===== src/rtl/ifetch.sv =====
// ifetch: fetch stage that owns the fetch PC and feeds the decoder from a 2-entry instruction queue.
// Latency: request accepted in cycle N, response at N+k (k >= 1), instruction on ins_o at N+k+1.
// Backpressure: requests are credit-limited (outstanding + queued <= 2), so is_stalling never blocks a
//               response; with imem_req_ready low the request and its address hold until accepted.
//
// Ports:
//   sys_clk, rst        clock; asynchronous active-high reset
//   imem_req_*          in-order request channel (valid/ready); imem_req_addr always equals fetch_pc
//   imem_rsp_*          in-order response channel; a response with nothing outstanding is ignored
//   redirect(_pc)       taken branch / jump target; flushes the queue and drops in-flight responses
//   is_stalling         decoder holds the head instruction
//   ins_valid_o, ins_o, pc_o, pc_plus4_o   queue head (zeros when the queue is empty)
module ifetch #(
    parameter logic [31:0] RESET_PC = 32'h0000_0000
) (
    input  logic        sys_clk,
    input  logic        rst,
    output logic        imem_req_valid,
    input  logic        imem_req_ready,
    output logic [31:0] imem_req_addr,
    input  logic        imem_rsp_valid,
    input  logic [31:0] imem_rsp_data,
    input  logic        redirect,
    input  logic [31:0] redirect_pc,
    input  logic        is_stalling,
    output logic        ins_valid_o,
    output logic [31:0] ins_o,
    output logic [31:0] pc_o,
    output logic [31:0] pc_plus4_o
);

    logic [31:0] fetch_pc;
    logic [1:0]  out_cnt;
    logic [1:0]  q_cnt;
    logic [1:0]  drop_cnt;

    // Tag queue: PC of each outstanding request, in issue order.
    logic [31:0] tag_pc [2];
    logic        tag_rd_ptr;
    logic        tag_wr_ptr;

    // Instruction queue: {pc, ins} per entry.
    logic [31:0] q_pc  [2];
    logic [31:0] q_ins [2];
    logic        q_rd_ptr;
    logic        q_wr_ptr;

    logic        pop;
    logic        rsp;
    logic        issue;
    logic        keep_rsp;
    logic [2:0]  credit_used;

    assign ins_valid_o = (q_cnt != 2'd0);
    assign pop         = ins_valid_o && !is_stalling;

    // Every accepted request must have a queue slot waiting for it; a slot freed by
    // this cycle's pop can be handed out immediately.
    assign credit_used    = {1'b0, out_cnt} + {1'b0, q_cnt} - {2'b00, pop};
    assign imem_req_valid = !rst && !redirect && (credit_used < 3'd2);
    assign imem_req_addr  = fetch_pc;
    assign issue          = imem_req_valid && imem_req_ready;

    // A response with nothing outstanding is a protocol violation and is ignored.
    assign rsp      = imem_rsp_valid && (out_cnt != 2'd0);
    assign keep_rsp = rsp && !redirect && (drop_cnt == 2'd0);

    assign ins_o      = ins_valid_o ? q_ins[q_rd_ptr] : 32'h0;
    assign pc_o       = ins_valid_o ? q_pc[q_rd_ptr]  : 32'h0;
    assign pc_plus4_o = ins_valid_o ? (q_pc[q_rd_ptr] + 32'd4) : 32'h0;

    always_ff @(posedge sys_clk or posedge rst) begin
        if (rst) begin
            fetch_pc   <= RESET_PC;
            out_cnt    <= 2'd0;
            q_cnt      <= 2'd0;
            drop_cnt   <= 2'd0;
            tag_rd_ptr <= 1'b0;
            tag_wr_ptr <= 1'b0;
            q_rd_ptr   <= 1'b0;
            q_wr_ptr   <= 1'b0;
        end else begin
            // The tag queue tracks the memory, not the decoder, so a redirect leaves it intact.
            if (rsp) begin
                tag_rd_ptr <= ~tag_rd_ptr;
            end
            if (issue) begin
                tag_wr_ptr <= ~tag_wr_ptr;
            end
            out_cnt <= out_cnt + {1'b0, issue} - {1'b0, rsp};

            if (redirect) begin
                fetch_pc <= redirect_pc;
                q_cnt    <= 2'd0;
                q_rd_ptr <= 1'b0;
                q_wr_ptr <= 1'b0;
                // Everything still outstanding after this cycle belongs to the old path.
                drop_cnt <= out_cnt - {1'b0, rsp};
            end else begin
                if (issue) begin
                    fetch_pc <= fetch_pc + 32'd4;
                end
                if (rsp && (drop_cnt != 2'd0)) begin
                    drop_cnt <= drop_cnt - 2'd1;
                end
                if (pop) begin
                    q_rd_ptr <= ~q_rd_ptr;
                end
                if (keep_rsp) begin
                    q_wr_ptr <= ~q_wr_ptr;
                end
                q_cnt <= q_cnt + {1'b0, keep_rsp} - {1'b0, pop};
            end
        end
    end

    // Payload storage needs no reset: entries are only read while the counts say they are valid.
    always_ff @(posedge sys_clk) begin
        if (issue) begin
            tag_pc[tag_wr_ptr] <= fetch_pc;
        end
        if (keep_rsp) begin
            q_pc[q_wr_ptr]  <= tag_pc[tag_rd_ptr];
            q_ins[q_wr_ptr] <= imem_rsp_data;
        end
    end

endmodule


===== config.mk =====
export PLATFORM = sky130hd
export DESIGN_NAME = ifetch
export DESIGN_NICKNAME = d
export VERILOG_FILES = /design/src/rtl/ifetch.sv
export SDC_FILE = /design/constraint.sdc
export NUM_CORES = 1
export LEC_CHECK = 0
export ABC_AREA = 1
export BUFFER_PORTS_ARGS = -buffer_cell sky130_fd_sc_hd__buf_4
export CAP_MARGIN = 0
export CORE_MARGIN = 1.5
export CORE_UTILIZATION = 45
export CTS_BUF_LIST = sky130_fd_sc_hd__clkbuf_8
export CTS_CLUSTER_SIZE = 20
export DETAILED_ROUTE_END_ITERATION = 6
export PLACE_DENSITY = 0.74
export SLEW_MARGIN = 20
export SYNTH_ARGS = -nofsm -noshare
export SYNTH_HDL_FRONTEND = slang
export SYNTH_SLANG_ARGS = --single-unit

===== constraint.sdc =====
create_clock -name sys_clk -period 8.34 [get_ports sys_clk]
set_input_delay 0.417 -clock sys_clk [delete_from_list [all_inputs] [get_ports sys_clk]]
set_output_delay 0.417 -clock sys_clk [all_outputs]
set_load 0.005 [all_outputs]

==> results of run 1 <==
[per-layer routing]
layer / global-route usage (%) / up-vias
li1: - / 4288
met1: 28.2 / 3888
met2: 31.6 / 332
met3: 3.62 / 50
met4: 7.45 / 0
met5: 0 / -
[state kept, by name (all words and copies together) (netlist names)]
register and flops:
out_cnt 2, q_wr_ptr 1, q_ins 64, q_pc 64, tag_rd_ptr 1, imem_req_addr 32
drop_cnt 2, q_rd_ptr 1, tag_wr_ptr 1, tag_pc 64, q_cnt 2
[cells by family after synthesis]
kind of cell / after synthesis / synth area share (%)
flip-flops: 234 / 60.7
buffers and inverters: 177 / 6.65
XOR/XNOR: 25 / 1.95
AO/OA/AOI/OAI: 119 / 5.94
adder cells (fa/ha/maj): 10 / 1.18
AND/OR/NAND/NOR: 627 / 23.5
[placed cells by master, fill, tap and decap left out, types with 19 or more instances in the layout]
master and count:
sky130_fd_sc_hd__a21oi_1 49, sky130_fd_sc_hd__buf_4 207, sky130_fd_sc_hd__clkbuf_8 45, sky130_fd_sc_hd__dfrtp_1 41
sky130_fd_sc_hd__edfxtp_1 192, sky130_fd_sc_hd__inv_1 132, sky130_fd_sc_hd__nand2_1 407, sky130_fd_sc_hd__nand3_1 65
sky130_fd_sc_hd__nor2_1 96, sky130_fd_sc_hd__o21ai_0 33, sky130_fd_sc_hd__xor2_1 19
[where the power goes]
group / internal (mW) / switching (mW) / leakage (nW)
Sequential: 1.46 / 0.153 / 2.25
Clock: 0.555 / 0.440 / 0.438
Combinational: 0.606 / 0.888 / 3.40
[worst paths after layout]
check,depth (start not counted),from,end
setup / recovery,12,q_rd_ptr,pc_plus4_o[10]
hold / removal,3,rst,imem_req_addr[3]
setup reg to reg,13,q_cnt[1],imem_req_addr[16]
hold reg to reg,2,tag_pc[0][0],q_pc[1][0]
max in group asynchronous,3,rst,q_rd_ptr
min in group sys_clk,1,imem_rsp_data[24],q_ins[1][24]
[metrics by stage]
step / util [%] / total power, mW / cells / instance area, um^2
floorplan: - / 2.46 / 1192 / 11200
global placement: 53.1 / 3.09 / 1677 / 13000
detailed placement: 53.1 / 3.13 / 1677 / 13000
CTS: 56.3 / 4.13 / 1748 / 13700
global route: 56.3 / 4.37 / 1748 / 13700
finish: 56.3 / 4.10 / 1748 / 13700
[worst max-delay path, cell delays in order (launching register included)]
cell                      delay [ns]
sky130_fd_sc_hd__dfrtp_2        0.85
sky130_fd_sc_hd__buf_4          0.54
sky130_fd_sc_hd__inv_6          0.27
sky130_fd_sc_hd__nand2_1        0.16
sky130_fd_sc_hd__nand2_1        0.08
sky130_fd_sc_hd__ha_1           0.21
sky130_fd_sc_hd__nand2_1        0.11
sky130_fd_sc_hd__nor2_2         0.07
sky130_fd_sc_hd__nand2_1        0.15
sky130_fd_sc_hd__inv_1          0.09
sky130_fd_sc_hd__o21ai_0        0.21
sky130_fd_sc_hd__inv_1          0.07
sky130_fd_sc_hd__buf_4          0.14
[layout make-up]
| type | instances | area, um^2 | share of cell area [%] |
|---|---|---|---|
| well taps | 324 | 405 | 2.95 |
| flip-flops and latches | 234 | 6820 | 49.6 |
| clock inverters | 26 | 160 | 1.17 |
| clock buffers | 45 | 619 | 4.51 |
| inverters | 131 | 497 | 3.62 |
| repair buffers | 207 | 1550 | 11.3 |
| multi-input cells | 781 | 3690 | 26.8 |
==> summary.md, run 1 <==
| Metric | Value |
|---|---|
| Worst voltage drop across the vdd grid | around 140 uV |
| Antenna Violating Nets Remaining | 0 |
| Post-DR vias/cell | around 4.9 |
| TritonCTS Buffers | 39 |
| Worst Setup Start Kind | register |
| Max cap viols | 0 |
| Final Wtd Congestion | around 0.90 |
| DIE HEIGHT | 161 um |
| Critical path fanouts, max | 60 |
| Number of primary I/O pins | 200 |
| Period utilisation layout | 46.8% |
| Sum of met2 wire segment lengths after detailed routing | roughly 12 mm |
| Post-CTS Resized | 0 |
| Async set-or-reset flop fraction in the synthesized netlist | between 15 and 20% |
| First-pass GRT wire length | between 40 and 50 mm |
| Starting DRC count in detailed routing | 627 |
| Clock Sinks | about 230 |
| Number of rows in the core area | 57 |
| Class of the most critical setup path | reg -> out |
| Clock input transition at the sequential cells of the worst setup and hold paths | ~0.06 ns |
| Width of the die | 161 um |
| Final min period | about 4 ns |
| Syn-to-layout area delta | 22.4% |
| Share of Yosys cell area claimed by the top area cell type | between 50% and 60% |
| Final number of hold-violating endpoints | 0 |
| Synthesized netlist cell count | ~1200 |
| Number of distinct standard cells referenced by the synthesized netlist | 39 |
| Total setup violations reported at the end of the flow | 0 |
| Areal power density over the cells | between 200 and 300 nW/um^2 |
| Result of the run | completed |
| Count of warnings emitted by yosys | 0 |
| Gr ovfl total | 0 |
| Synthesized cell area | 11200 um^2 |
| Average wire per cell in the routed design | roughly 15 um |
| Port Buf Inserts | between 150 and 200 |
| Data arrival time at the worst-slack endpoint | about 3.5 ns |
| Unrepaired setup endpoints after global routing | no |
| CTS tree | done |
| Diodes inserted | 0 |
| Number of enable-type register cells in the synthesized netlist | 192 |
| Reg-to-reg slack, setup | 4.90 ns |
| Critical path capture point type | output pin |
| Area of the core | 24400 um^2 |
| Leading post-synthesis cells by instance count | 407 x sky130_fd_sc_hd__nand2_1, 192 x sky130_fd_sc_hd__edfxtp_1, 125 x sky130_fd_sc_hd__inv_1, 101 x sky130_fd_sc_hd__nor2_1, 65 x sky130_fd_sc_hd__nand3_1 |
| Metal3 WL | 1.77 mm |
| Sequential share of the synthesized area | about three fifths |
| Sum of negative setup slack | 0 ns |
| Detailed-router iteration count before antenna repair | 5 |
| Post-route worst setup slack | ~4.4 ns |
| Placed wire-length estimate after detailed placement | ~18 mm |
| Post-synthesis cell type with the largest combined area | sky130_fd_sc_hd__edfxtp_1 |
| Antenna violations before repair | 0 |
| Total setup buffers inserted after CTS | 0 |
| Met1 wire length | roughly 12 mm |
| Remaining max-slew budget at the tightest pin | between 20 and 30% |
| Mean instance size in the synthesized netlist | between 9 and 10 um^2 |
| Setup slack at placement | slightly below 5 ns |
| Pleak | between 6 and 7 nW |
| Top sig layer | met4 |
| Hold buffers post-CTS | 0 |
| Clock Latency Late Sink | approximately 0.52 ns |
| Routed via count | approximately 8600 |
| Number of levels the H-tree was split into | 2 |
| Post-synth top flop | sky130_fd_sc_hd__edfxtp_1 |
| Effective utilization at floorplan | roughly 46% |
| Transition time at the pin with the least slew margin | approximately 1.1 ns |
| Classification of the worst-slack hold path | in -> async |
| Total global-route track usage | between 20% and 30% |
| Max Fclk | between 200 and 300 MHz |
| Required time worst endpoint | around 7.9 ns |
| DRC viols | 0 |
| Largest net degree at the start of global routing | 75 |
| Pins over their slew limit | 0 |
| Fin Hold WS | around 0.046 ns |
| Clock Path Buffers | 3 |
| Most numerous cell in the Yosys netlist | sky130_fd_sc_hd__nand2_1 |
| Layout net count | around 1500 |
| Routed wire length | 25.7 mm |
| Vias in the first global route | roughly 8200 |
| # fillers | about 2100 |
| Layout cells sized above 1 | a little over a fifth |
| Die ar. | 25900 um^2 |
| Leading cell types by total area after synthesis | sky130_fd_sc_hd__edfxtp_1 51%, sky130_fd_sc_hd__nand2_1 14%, sky130_fd_sc_hd__dfrtp_1 9.4%, sky130_fd_sc_hd__inv_1 4.2%, sky130_fd_sc_hd__nor2_1 3.4% |
| Root buffer cell | sky130_fd_sc_hd__clkbuf_8 |
| Net count of the mapped netlist | 1272 |
| Final worst clock skew | approximately 0.011 ns |
| Post-synthesis register bit count | 234 |
Note: power is estimated with default switching activity, not from simulation.
==> inputs of run 2 (changes only) <==
- ABC_AREA: 1 -> 0
- PLACE_DENSITY: 0.74 -> 0.76
- clock period: 8.34 -> 3.45 ns (I/O delays scaled with it)
==> run 2 against run 1 <==
Compared with the run above:
- core utilization is 3.7 points higher
- final area increased by 1.9%
- power rose by 130%
- critical path type unchanged
- highest routed layer unchanged
==> summary.md, run 2 <==
| Metric | Value |
|---|---|
| Starting DRC count in detailed routing | 534 (-15%) |
| Final number of hold-violating endpoints | 0 (unchanged) |
| Layout cells sized above 1 | 29.4% (+7.7 points) |
| Reported net switching power | 3.00 mW (+100%) |
| First-pass GRT wire length | 38.1 mm (-8.4%) |
| Post-synthesis cell type with the largest combined area | sky130_fd_sc_hd__edfxtp_1 |
| Synthesized netlist cell count | 812 (-32%) |
| Share of Yosys cell area claimed by the top area cell type | 54.2% (+2.8 points) |
| Overall power | 9.52 mW (+130%) |
| Most common cell after layout, fill and taps aside | sky130_fd_sc_hd__buf_4 |
| Number of primary I/O pins | 200 (unchanged) |
| Vias in the first global route | 7398 (-9.7%) |
| CP peak stage delay | 0.60 ns (-0.25 ns) |
| Internal power | 6.51 mW (+150%) |
| Critical path fanouts, max | 20 (-67%) |
| Required time worst endpoint | 3.28 ns (-4.64 ns) |
| CTS tree | done |
| Share of total power consumed by net switching | 31.6% (-4.6 points) |
| Total setup violations reported at the end of the flow | 0 (unchanged) |
| Syn-to-layout area delta | 31.5% |
| Clock Path Buffers | 3 (unchanged) |
| Routed wire length | 24.8 mm (-3.6%) |
| Cell family with the largest share of critical-path delay | flip-flops |
| Remaining max-slew budget at the tightest pin | 44.7% (+16 points) |
| Cell area after layout | 14000 um^2 (+1.9%) |
| Mean instance size in the synthesized netlist | 13.1 um^2 (+39%) |
| Clock input transition at the sequential cells of the worst setup and hold paths | 0.06 ns (about the same) |
| Placed cells | 1305 (-22%) |
| Max Fclk | just over 300 MHz |
| Result of the run | completed |
| Most numerous cell in the Yosys netlist | sky130_fd_sc_hd__edfxtp_1 |
| Final worst clock skew | 0.0147 ns (+0.00364 ns) |
| Number of rows in the core area | 56 (-1.8%) |
| Die ar. | 24600 um^2 (-5.0%) |
| Average wire per cell in the routed design | 17.3 um (+17%) |
| Width of the die | 157 um (-2.5%) |
| Worst voltage drop across the vdd grid | 367 uV (+160%) |
| Area post-placement | 12500 um^2 (-3.4%) |
| Clock Latency Late Sink | 0.52 ns (about the same) |
| DRC viols | 0 (unchanged) |
| Number of levels the H-tree was split into | 2 (unchanged) |
| Net count of the mapped netlist | 892 (-30%) |
| Data arrival time at the worst-slack endpoint | 3.11 ns (-0.38 ns) |
| Final Wtd Congestion | 0.842 (-6.9%) |
| Clock network fraction of total power | 26.7% (+2.4 points) |
| Final min period | around 3.3 ns |
| Areal power density over the cells | 680 nW/um^2 (+130%) |
| Count of warnings emitted by yosys | 0 (unchanged) |
| Total global-route track usage | 19.8% (-0.38 points) |
| Post-synthesis register bit count | 234 (unchanged) |
| Area of the core | 23300 um^2 (-4.3%) |
| Sum of negative setup slack | 0 ns (unchanged) |
| Post-route worst setup slack | 0.165 ns (-4.27 ns) |
| Final cell count without fillers | 1437 (-18%) |
| Routed via count | 7538 (-12%) |
| Period utilisation layout | 95.2% |
| Class of the most critical setup path | reg -> out |
| Synthesized cell area | 10600 um^2 (-5.1%) |
| Worst Setup Start Kind | register |
| Pleak | 5.33 nW (-12%) |
| Largest net degree at the start of global routing | 82 (+9.3%) |
| Placed wire-length estimate after detailed placement | 16.3 mm (-7.6%) |
| Largest registers in the final layout | q_ins x64, q_pc x64, tag_pc x64 |
| Clock Sinks | 234 (unchanged) |
| Post-DR vias/cell | 5.25 (+7.1%) |
| Critical path capture point type | output pin |
| Combinational power share | 35.0% (-1.5 points) |
| Crit path buf inv count | 2 (-3) |
| Antenna violations before repair | 0 (unchanged) |
| TritonCTS Buffers | 38 (-2.6%) |
| Reg power frac | 38.2% (-1.1 points) |
| Async set-or-reset flop fraction in the synthesized netlist | 17.9% (unchanged) |
| Pins over their slew limit | 0 (unchanged) |
| Setup slack at placement | 0.441 ns (-4.47 ns) |
| Detailed-router iteration count before antenna repair | 5 (unchanged) |
| Number of distinct standard cells referenced by the synthesized netlist | 67 (+72%) |
| Crit-path most repeated cell | sky130_fd_sc_hd__buf_4 |
| DIE HEIGHT | 157 um (-2.5%) |
| Number of enable-type register cells in the synthesized netlist | 192 (unchanged) |
| Crit-path cells | mux2_2, ha_1, nand4b_1, a22oi_2, buf_4, nand4_4, o31a_1, nor3_2, buf_4 |
| Effective utilization at floorplan | 45.6% (-0.37 points) |
| Max cap viols | 0 (unchanged) |
| Gr ovfl total | 0 (unchanged) |
| Diodes inserted | 0 (unchanged) |
| Unrepaired setup endpoints after global routing | no |
| Sequential share of the synthesized area | 64.0% (+3.3 points) |
| Transition time at the pin with the least slew margin | 0.830 ns (-0.234 ns) |
| # fillers | 1806 (-15%) |
| Port Buf Inserts | 199 (unchanged) |
| Classification of the worst-slack hold path | in -> reg |
| Layout net count | 1173 (-20%) |
| Crit-path slowest cell | sky130_fd_sc_hd__dfrtp_4 |
| Leading post-synthesis cells by instance count | 192 x sky130_fd_sc_hd__edfxtp_1, 104 x sky130_fd_sc_hd__nor2_1, 61 x sky130_fd_sc_hd__mux2i_1, 61 x sky130_fd_sc_hd__nand2_1, 42 x sky130_fd_sc_hd__dfrtp_1 |
| Post-synth top flop | sky130_fd_sc_hd__edfxtp_1 |
| Leading cell types by total area after synthesis | sky130_fd_sc_hd__edfxtp_1 54%, sky130_fd_sc_hd__dfrtp_1 9.9%, sky130_fd_sc_hd__mux2i_1 5.7%, sky130_fd_sc_hd__mux2_2 3.9%, sky130_fd_sc_hd__nor2_1 3.7% |
| Commonest non-fill, non-tap cells in the layout | 213 x sky130_fd_sc_hd__buf_4, 192 x sky130_fd_sc_hd__edfxtp_1, 100 x sky130_fd_sc_hd__nor2_1 |
| Post-route core utilization | 60.0% (+3.7 points) |
| Root buffer cell | sky130_fd_sc_hd__clkbuf_8 |
| Antenna Violating Nets Remaining | 0 (unchanged) |
| Fin Hold WS | 0.0419 ns (-0.00385 ns) |
[run 2: changes by cell type after synthesis, sizes merged, moves of 18 or more]
cell / previous run / this run
nand4: 7 / 25
nand2: 417 / 61
inv: 129 / 16
a21oi: 49 / 9
mux2i: 0 / 61
nand3: 69 / 29
o21ai: 51 / 33
mux2: 0 / 38
[run 2: cell type report]
| cell class | count | area [um^2] | share of cell area, % |
|---|---|---|---|
| clock buffer | 42 | 578 | 4.13 |
| clock inverter | 23 | 230 | 1.64 |
| inverter | 16 | 60.1 | 0.429 |
| multi-input combinational | 522 | 3610 | 25.8 |
| sequential | 234 | 6820 | 48.7 |
| tap | 319 | 399 | 2.85 |
| timing repair buffer | 281 | 2300 | 16.4 |
[run 2: cells by family (layout without fill, tap and decap cells)]
family	Yosys count	after routing	share of synthesized area, %
AOI/OAI and AO/OA	98	98	6.52
xor gates and xnor gates	29	29	2.39
adders and majority gates	10	10	1.25
buffers and inverters	56	362	2.35
DFF	234	234	64.0
muxes	99	99	9.75
and+or+nand+nor	286	286	13.7
[run 2: what timing repair did]
| action | CTS | global route |
|---|---|---|
| buffers inserted | 0 | 2 |
| setup endpoints to repair | 0 | 5 |
| hold endpoints to repair | 138 | 0 |
| hold buffers | 65 | 0 |
| resized for setup | 0 | 3 |
[run 2: worst paths after layout]
kind	to	slack, ns	depth (start not counted)	startpoint
setup / recovery	pc_plus4_o[28]	0.16	9	q_rd_ptr
hold / removal	q_rd_ptr	0.04	4	is_stalling
setup reg to reg	out_cnt[1]	0.45	12	q_cnt[1]
hold reg to reg	tag_rd_ptr	0.47	1	tag_rd_ptr
max in group asynchronous	q_rd_ptr	2.61	4	rst
min in group asynchronous	imem_req_addr[30]	0.08	3	rst
[run 2: metal layers]
layer  wire [um]  vias to the layer above  track usage (%)
met2       11500                      281             31.9
met1       11100                     3619             26.8
met4         425                        0             5.85
li1            -                     3603                -
met5           0                        -                0
met3        1760                       35             4.43
[run 2: worst register-to-register path, cell delays in order, from the launching register on]
cell,delay [ns]
sky130_fd_sc_hd__dfrtp_1,0.43
sky130_fd_sc_hd__inv_1,0.09
sky130_fd_sc_hd__nor3_1,0.31
sky130_fd_sc_hd__o21ai_0,0.18
sky130_fd_sc_hd__fa_1,0.40
sky130_fd_sc_hd__xnor2_1,0.15
sky130_fd_sc_hd__and4b_1,0.46
sky130_fd_sc_hd__inv_2,0.09
sky130_fd_sc_hd__ha_1,0.29
sky130_fd_sc_hd__inv_1,0.04
sky130_fd_sc_hd__ha_1,0.18
sky130_fd_sc_hd__xnor2_1,0.18
sky130_fd_sc_hd__xnor2_1,0.14
[run 2: power groups by stage]
| stage | clock [mW] | combinational [mW] | sequential, mW |
|---|---|---|---|
| 6_report | 2.54 | 3.33 | 3.64 |
| 3_3_place_gp | 0 | 3.21 | 3.67 |
| 4_1_cts | 2.61 | 3.35 | 3.64 |
| 5_1_grt | 2.72 | 3.65 | 3.67 |
| 2_1_floorplan | 0 | 1.90 | 3.59 |
| 3_5_place_dp | 0 | 3.27 | 3.69 |
